**src/rtl/counter_up_down_mod_nbit.sv**
```systemverilog
// Up/down counter with programmable modulus, variable step, wrap/saturate/one-shot
// overflow handling, synchronous load, terminal-count pulse and sticky flags.
module counter_up_down_mod_nbit #(
    parameter int CNT_WIDTH  = 8,
    parameter int CNT_MAX    = 2**CNT_WIDTH - 1,
    parameter int STEP_WIDTH = 2
) (
    input  logic                  clk,
    input  logic                  reset_n,
    input  logic                  enable,
    input  logic                  load_en,
    input  logic [CNT_WIDTH-1:0]  counter_in,
    input  logic                  up_down,
    input  logic [STEP_WIDTH-1:0] step,
    input  logic [1:0]            mode,
    input  logic                  clr_flags,
    output logic [CNT_WIDTH-1:0]  counter_out,
    output logic                  tc,
    output logic                  ovf,
    output logic                  unf,
    output logic                  done
);

    localparam int                   W1    = CNT_WIDTH + 1;
    localparam logic [W1-1:0]        MAX_W = W1'(CNT_MAX);
    localparam logic [W1-1:0]        MOD_W = W1'(CNT_MAX + 1);
    localparam logic [CNT_WIDTH-1:0] MAX_C = CNT_WIDTH'(CNT_MAX);

    typedef enum logic {
        RUN  = 1'b0,
        DONE = 1'b1
    } state_t;

    state_t                r_state;
    state_t                w_state_next;
    logic [CNT_WIDTH-1:0]  r_cnt;
    logic                  r_tc;
    logic                  r_ovf;
    logic                  r_unf;

    logic [W1-1:0]         w_cnt_ext;
    logic [W1-1:0]         w_step_ext;
    logic [W1-1:0]         w_sum;
    logic [CNT_WIDTH-1:0]  w_diff;
    logic [CNT_WIDTH-1:0]  w_wrap_up;
    logic [CNT_WIDTH-1:0]  w_wrap_dn;
    logic [CNT_WIDTH-1:0]  w_next;
    logic [CNT_WIDTH-1:0]  w_load_val;
    logic                  w_step_en;
    logic                  w_event;
    logic                  w_clamp;

    // Arithmetic is one bit wider than the count so the up-sum never aliases.
    assign w_cnt_ext  = {1'b0, r_cnt};
    assign w_step_ext = W1'(step);
    assign w_sum      = w_cnt_ext + w_step_ext;
    assign w_diff     = r_cnt - CNT_WIDTH'(step);
    assign w_wrap_up  = CNT_WIDTH'(w_sum - MOD_W);
    assign w_wrap_dn  = CNT_WIDTH'(w_cnt_ext + MOD_W - w_step_ext);

    assign w_step_en  = enable && !load_en && (r_state == RUN);
    assign w_event    = up_down ? (w_sum > MAX_W) : (w_step_ext > w_cnt_ext);
    assign w_clamp    = (mode == 2'b01) || (mode == 2'b10);
    assign w_load_val = ({1'b0, counter_in} > MAX_W) ? MAX_C : counter_in;

    always_comb begin
        // NOTE: every always_comb output gets a default first so no latch is inferred.
        w_next = r_cnt;
        if (!w_event)
            w_next = up_down ? w_sum[CNT_WIDTH-1:0] : w_diff;
        else if (w_clamp)
            w_next = up_down ? MAX_C : '0;
        else
            w_next = up_down ? w_wrap_up : w_wrap_dn;
    end

    // One-shot FSM: state register
    always_ff @(posedge clk) begin
        // NOTE: reset is synchronous and all state uses non-blocking assignments.
        if (!reset_n)
            r_state <= RUN;
        else
            r_state <= w_state_next;
    end

    // One-shot FSM: next state
    always_comb begin
        w_state_next = r_state;
        if (load_en)
            w_state_next = RUN;
        else if (w_step_en && w_event && (mode == 2'b10))
            w_state_next = DONE;
    end

    // One-shot FSM: outputs
    always_comb begin
        done = (r_state == DONE);
    end

    always_ff @(posedge clk) begin
        if (!reset_n) begin
            r_cnt <= '0;
            r_tc  <= 1'b0;
        end else if (load_en) begin
            r_cnt <= w_load_val;
            r_tc  <= 1'b0;
        end else if (w_step_en) begin
            r_cnt <= w_next;
            r_tc  <= w_event;
        end else begin
            r_tc  <= 1'b0;
        end
    end

    // Sticky flags: a new event wins over a same-cycle clear.
    always_ff @(posedge clk) begin
        if (!reset_n) begin
            r_ovf <= 1'b0;
            r_unf <= 1'b0;
        end else begin
            if (w_step_en && w_event && up_down)
                r_ovf <= 1'b1;
            else if (clr_flags)
                r_ovf <= 1'b0;
            if (w_step_en && w_event && !up_down)
                r_unf <= 1'b1;
            else if (clr_flags)
                r_unf <= 1'b0;
        end
    end

    assign counter_out = r_cnt;
    assign tc          = r_tc;
    assign ovf         = r_ovf;
    assign unf         = r_unf;

endmodule

```
**config.mk**
```make
export PLATFORM = sky130hd
export DESIGN_NAME = counter_up_down_mod_nbit
export DESIGN_NICKNAME = d
export VERILOG_FILES = /design/src/rtl/counter_up_down_mod_nbit.sv
export SDC_FILE = /design/constraint.sdc
export NUM_CORES = 1
export LEC_CHECK = 0
export BUFFER_PORTS_ARGS = -buffer_cell sky130_fd_sc_hd__buf_2
export CORE_MARGIN = 2
export CORE_UTILIZATION = 46
export CTS_CLUSTER_SIZE = 14
export DETAILED_ROUTE_END_ITERATION = 8
export GPL_ROUTABILITY_DRIVEN = 0
export MAX_ROUTING_LAYER = met4
export PLACE_DENSITY = 0.7
export SKIP_CTS_REPAIR_TIMING = 1
export SLEW_MARGIN = 30
export SYNTH_ARGS = -nofsm -noshare
export SYNTH_HDL_FRONTEND = slang
export SYNTH_SLANG_ARGS = --single-unit
```
**constraint.sdc**
```tcl
create_clock -name clk -period 2 [get_ports clk]
set_input_delay 0.2 -clock clk [delete_from_list [all_inputs] [get_ports clk]]
set_output_delay 0.2 -clock clk [all_outputs]
set_load 0.02 [all_outputs]
```
* Word level (Yosys, flattened, before mapping)
Cells that the tools add are included.
** Storage, ports and cells
- Bits in latches :: 0
- Output and inout port bits :: 12
- Bits in writable memories :: 0
- ROM bits :: 0
- Logic and storage cells :: 42
- Flip-flop bits (word level) :: 12
- Memories kept :: 0
- Input port bits :: 18
** Cells by class
- Reductions and logical operators :: 14
- Add/sub/neg operators :: 5
- Muxes and demuxes :: 11
- Divide/modulo/power cells :: 0
- Order comparisons :: 2
- Shift-type cells :: 0
- $mul :: 0
- Equality and inequality tests :: 2
- Bitwise operators :: 3
** Operator list (count)
- $mux 8 :: 7
- $sub 8x2->8 :: 2
- $add 8x2->9 :: 1
- $gt 9x8->1 const B :: 1
- $add 8x1->8 const B :: 1
- $gt 2x8->1 :: 1
- $sub 8x1->8 const B :: 1
- $logic_and 1x1->1 :: 6
- $reduce_bool 2->1 :: 3
- $mux 1 :: 4
- $not 1->1 :: 3
- $reduce_or 3->1 :: 1
- $eq 2x1->1 const B :: 1
- $eq 2x2->1 const B :: 1
- $logic_not 1->1 :: 2
- $reduce_or 2->1 :: 1
- $logic_or 1x1->1 :: 1

* Depth between registers and ports, before layout
- Word-level depth :: 7
- Mapped depth :: 8
- Depth with buffers taken out :: 8

* Worst setup path before layout
No wires, ideal clock.
- Path type :: register to register
- Start point :: register r_cnt[0] (netlist: counter_out[0])
- End point :: register r_cnt[3] (netlist: counter_out[3])
- Setup time :: 0.070 ns
- Data arrival time :: 2.046 ns
- Required time :: 1.930 ns
- Period minus slack after synthesis :: 2.115 ns
- Setup slack :: -0.115 ns
- Path buffers :: 0
- Stages on the path, launching flop included :: 9
- Cell sequence :: dfxtp_1 > inv_1 > ha_1 > fa_1 > nor4b_4 > a22oi_4 > nor2_4 > or3b_1 > a21oi_1
** Between the ends
- Cells in the longest elaborated chain, start to end :: 7
- Elaborated cells on any way between the ends :: 14
- Classes of those cells :: 5 x add/sub; 2 x order compare; 7 x mux
** Ends and longest elaborated chain
- from (decl) :: RTL line 36 : logic [CNT_WIDTH-1:0] r_cnt;
- from (signal assigned) :: RTL line 105 : r_cnt <= w_load_val;
- from (signal assigned) :: RTL line 108 : r_cnt <= w_next;
- $add 8x1->8 or $add 8x2->9 (tied branches) :: RTL line 59, 56
- $sub 8x2->8 or $sub 8x1->8 (tied branches) :: RTL line 59, 58
- $mux 8 :: RTL line 74 : w_next = up_down ? w_wrap_up : w_wrap_dn;
- $mux 8 :: RTL line 71 : else if (w_clamp)
- $mux 8 * :: RTL line 69 : if (!w_event)
- $mux 8 * :: RTL line 107 : end else if (w_step_en) begin
- $mux 8 * :: RTL line 104 : end else if (load_en) begin
Every way passes the cells marked *; elsewhere a longest branch is shown, timed or not. The select of a mux whose other input is x is not followed.
A chain may end at the register's enable or synchronous reset.

* Worst setup path in the final report
Same ends and word-level chain as after synthesis.

==> results.sh <==
export IMPL_status="finished, final reports clean"
export IMPL_fmax_ghz=0.509
export IMPL_clkTransAtPathRegs_ps=80
export IMPL_setup_worst_path_start_class="flop"
export IMPL_critPathKind="flop to flop"
export IMPL_route_detailed_wl_per_inst_um=13.7
export IMPL_cts_root_buf="clkbuf_4"
export IMPL_ctsLongestPathBuffers=2
export IMPL_dieArea_um2=2750
export IMPL_synth_cell_area_um2=1080
export IMPL_yosys_area_share_adder=0.0950
export IMPL_vias_per_cell=5.65
export IMPL_finalCritPeriodShare=0.981
export IMPL_fin_util=0.595
export IMPL_grt_pass1_wl_um=4180
export IMPL_worstPathArrival_ps=2180
export IMPL_syn_area_per_cell_um2=8.06
export IMPL_grt_ovfl_total=0
export IMPL_synthArstFlopShare=0
export IMPL_p_leak_nw=0.595
export IMPL_antenna_found_initial=0
export IMPL_cp_slowest_cell="fa_2"
export IMPL_grt_usage=0.209
export IMPL_seq_area_um2=243
export IMPL_powerDensity_nw_per_um2=574
export IMPL_drive_gt1_frac=0.321
export IMPL_hold_path_class="input pin to flop"
export IMPL_synth_mux_area_frac=0.00927
export IMPL_port_buffers=29
export IMPL_totalNegativeSetupSlack_ps=0
export IMPL_wl_um=2640
export IMPL_grt_pass1_vias=939
export IMPL_syn_to_final_growth_pct=21.9
export IMPL_period_minus_slack_ps=1960
export IMPL_peakVddDrop_mv=0.488
export IMPL_final_cell_mix="buf_2, nand2_1, nor2_1, o21ai_0, dfxtp_1"
export IMPL_dr_pass1_iters=4
export IMPL_drc=0
export IMPL_die_y_um=52.5
export IMPL_max_stage_delay_ps=400
export IMPL_crit_required_ps=2220
export IMPL_ys_types=48
export IMPL_drt_initial_drc_count=17
export IMPL_cts_tree="done"
export IMPL_dpl_cell_area_um2=1240
export IMPL_critPathMaxFanout=6
export IMPL_synth_simple_area_share=0.356
export IMPL_grt_max_degree=20
export IMPL_final_common_cell="buf_2"
export IMPL_yosysTopAreaCellShare=0.222
export IMPL_yosys_warnings=0
export IMPL_ys_seq_area_frac=0.222
export IMPL_synth_seq_cells=12
export IMPL_whs_ps=220
export IMPL_drv_cap=0
export IMPL_crit_path_cell_trace="inv_2 -> ha_4 -> fa_2 -> nor4b_4 -> a22oi_4 -> nor2_4 -> or3b_1 -> a21oi_1"
export IMPL_multiInputGateArea_um2=793
export IMPL_synthCells=134
export IMPL_synth_xor_area_frac=0.0243
export IMPL_fillers=222
export IMPL_syn_nets=159
export IMPL_core_area_um2=2210
export IMPL_slew_headroom=0.716
export IMPL_worst_skew_pair_late_latency_ps=290
export IMPL_synth_top_family_by_area="simple AND/OR/NAND/NOR gates"
export IMPL_htreeDepth=1
export IMPL_row_count=17
export IMPL_skew_ps=4.75
export IMPL_worstMarginPinSlew_ps=425
export IMPL_hold_violations=0
export IMPL_numCtsBuffers=3
export IMPL_antennaDiodeCount=0
export IMPL_ant_nets=0
export IMPL_initial_utilization=0.488
export IMPL_nets=191
export IMPL_synth_edf_count=0
export IMPL_yosys_area_top_type="dfxtp_1"
export IMPL_yosys_top_cells_area="dfxtp_1, ha_1, o21ai_0"
export IMPL_ys_flop_type="dfxtp_1"
export IMPL_end_kind="flop"
export IMPL_dp_hpwl_um=2050
export IMPL_die_w_um=52.5
export IMPL_dr_total_vias=1091
export IMPL_clock_sinks=12
export IMPL_grt_setup_unrepaired="yes"
export IMPL_final_area_um2=1320
export IMPL_setup_viol=0
export IMPL_maxSlewViolCount=0
export IMPL_io_pins=30
export IMPL_synth_compound_area_frac=0.232
==> worst max-delay path, delay by kind of cell (launching register included) <==
family | cells | cell delay [ps]
compound gates | 2 | 340
fa+ha+maj | 2 | 560
buf+inv | 1 | 60
flops | 1 | 350
simple gates | 3 | 600
==> stage by stage <==
stage               power, mW  setup slack [ps]  instances
floorplan               0.475              53.6        134
global route            0.800             -30.1        193
CTS                     0.746             -16.1        190
detailed placement      0.546             -22.6        186
global placement        0.542              33.5        186
finish                  0.755              37.0        193
==> cell usage after synthesis, types with 3 or more instances <==
| library cell | n |
|---|---|
| dfxtp_1 | 12 |
| o21ai_0 | 10 |
| ha_1 | 5 |
| inv_1 | 7 |
| and3_1 | 4 |
| a22oi_1 | 3 |
| nand2_1 | 13 |
| nor2_1 | 12 |
| nand2b_1 | 4 |
| a21oi_1 | 6 |
| nor3b_1 | 3 |
| o31ai_1 | 3 |
| nor3_1 | 5 |
==> layer usage <==
layer,part of all wire,up-vias,track usage
met5,0,-,-
met4,0.0061,0,0.0256
met3,0.049,3,0.0514
met2,0.50,25,0.344
met1,0.44,516,0.267
li1,-,547,-
==> report_power, final <==
| part | total, mW | switching (mW) | leakage, nW | internal [mW] |
|---|---|---|---|---|
| Sequential | 0.293 | 0.0378 | 0.0989 | 0.255 |
| Combinational | 0.261 | 0.140 | 0.475 | 0.122 |
| Clock | 0.201 | 0.0901 | 0.0210 | 0.111 |
==> flip-flops by register name, indices dropped and copies added (netlist names) <==
name and flops:
counter_out 8, done 1, ovf 1, tc 1, unf 1
==> layout make-up <==
type	count	share of cell area
timing repair buffer	34	0.139
inverter	7	0.0200
tap	28	0.0266
sequential	12	0.184
multi-input combinational	108	0.603
clock buffer	4	0.0276
==> final timing paths <==
| kind | end | slack (ps) | start | cells past startpoint |
|---|---|---|---|---|
| min reg2reg | unf$_SDFFE_PN0P_ | 510 | unf$_SDFFE_PN0P_ | 2 |
| max | counter_out[3]$_SDFFE_PN0P_ | 40 | counter_out[0]$_SDFFE_PN0P_ | 8 |
| min | counter_out[6]$_SDFFE_PN0P_ | 220 | counter_in[6] | 3 |
| max reg2reg | counter_out[3]$_SDFFE_PN0P_ | 40 | counter_out[0]$_SDFFE_PN0P_ | 8 |
==> logic make-up after synthesis <==
logic type	Yosys count
xor gates and xnor gates	3
buffers and inverters	14
DFF	12
muxes	1
adders and majority gates	7
and+or+nand+nor	61
AOI/OAI and AO/OA	36
Note: power is estimated with default switching activity, not from simulation.
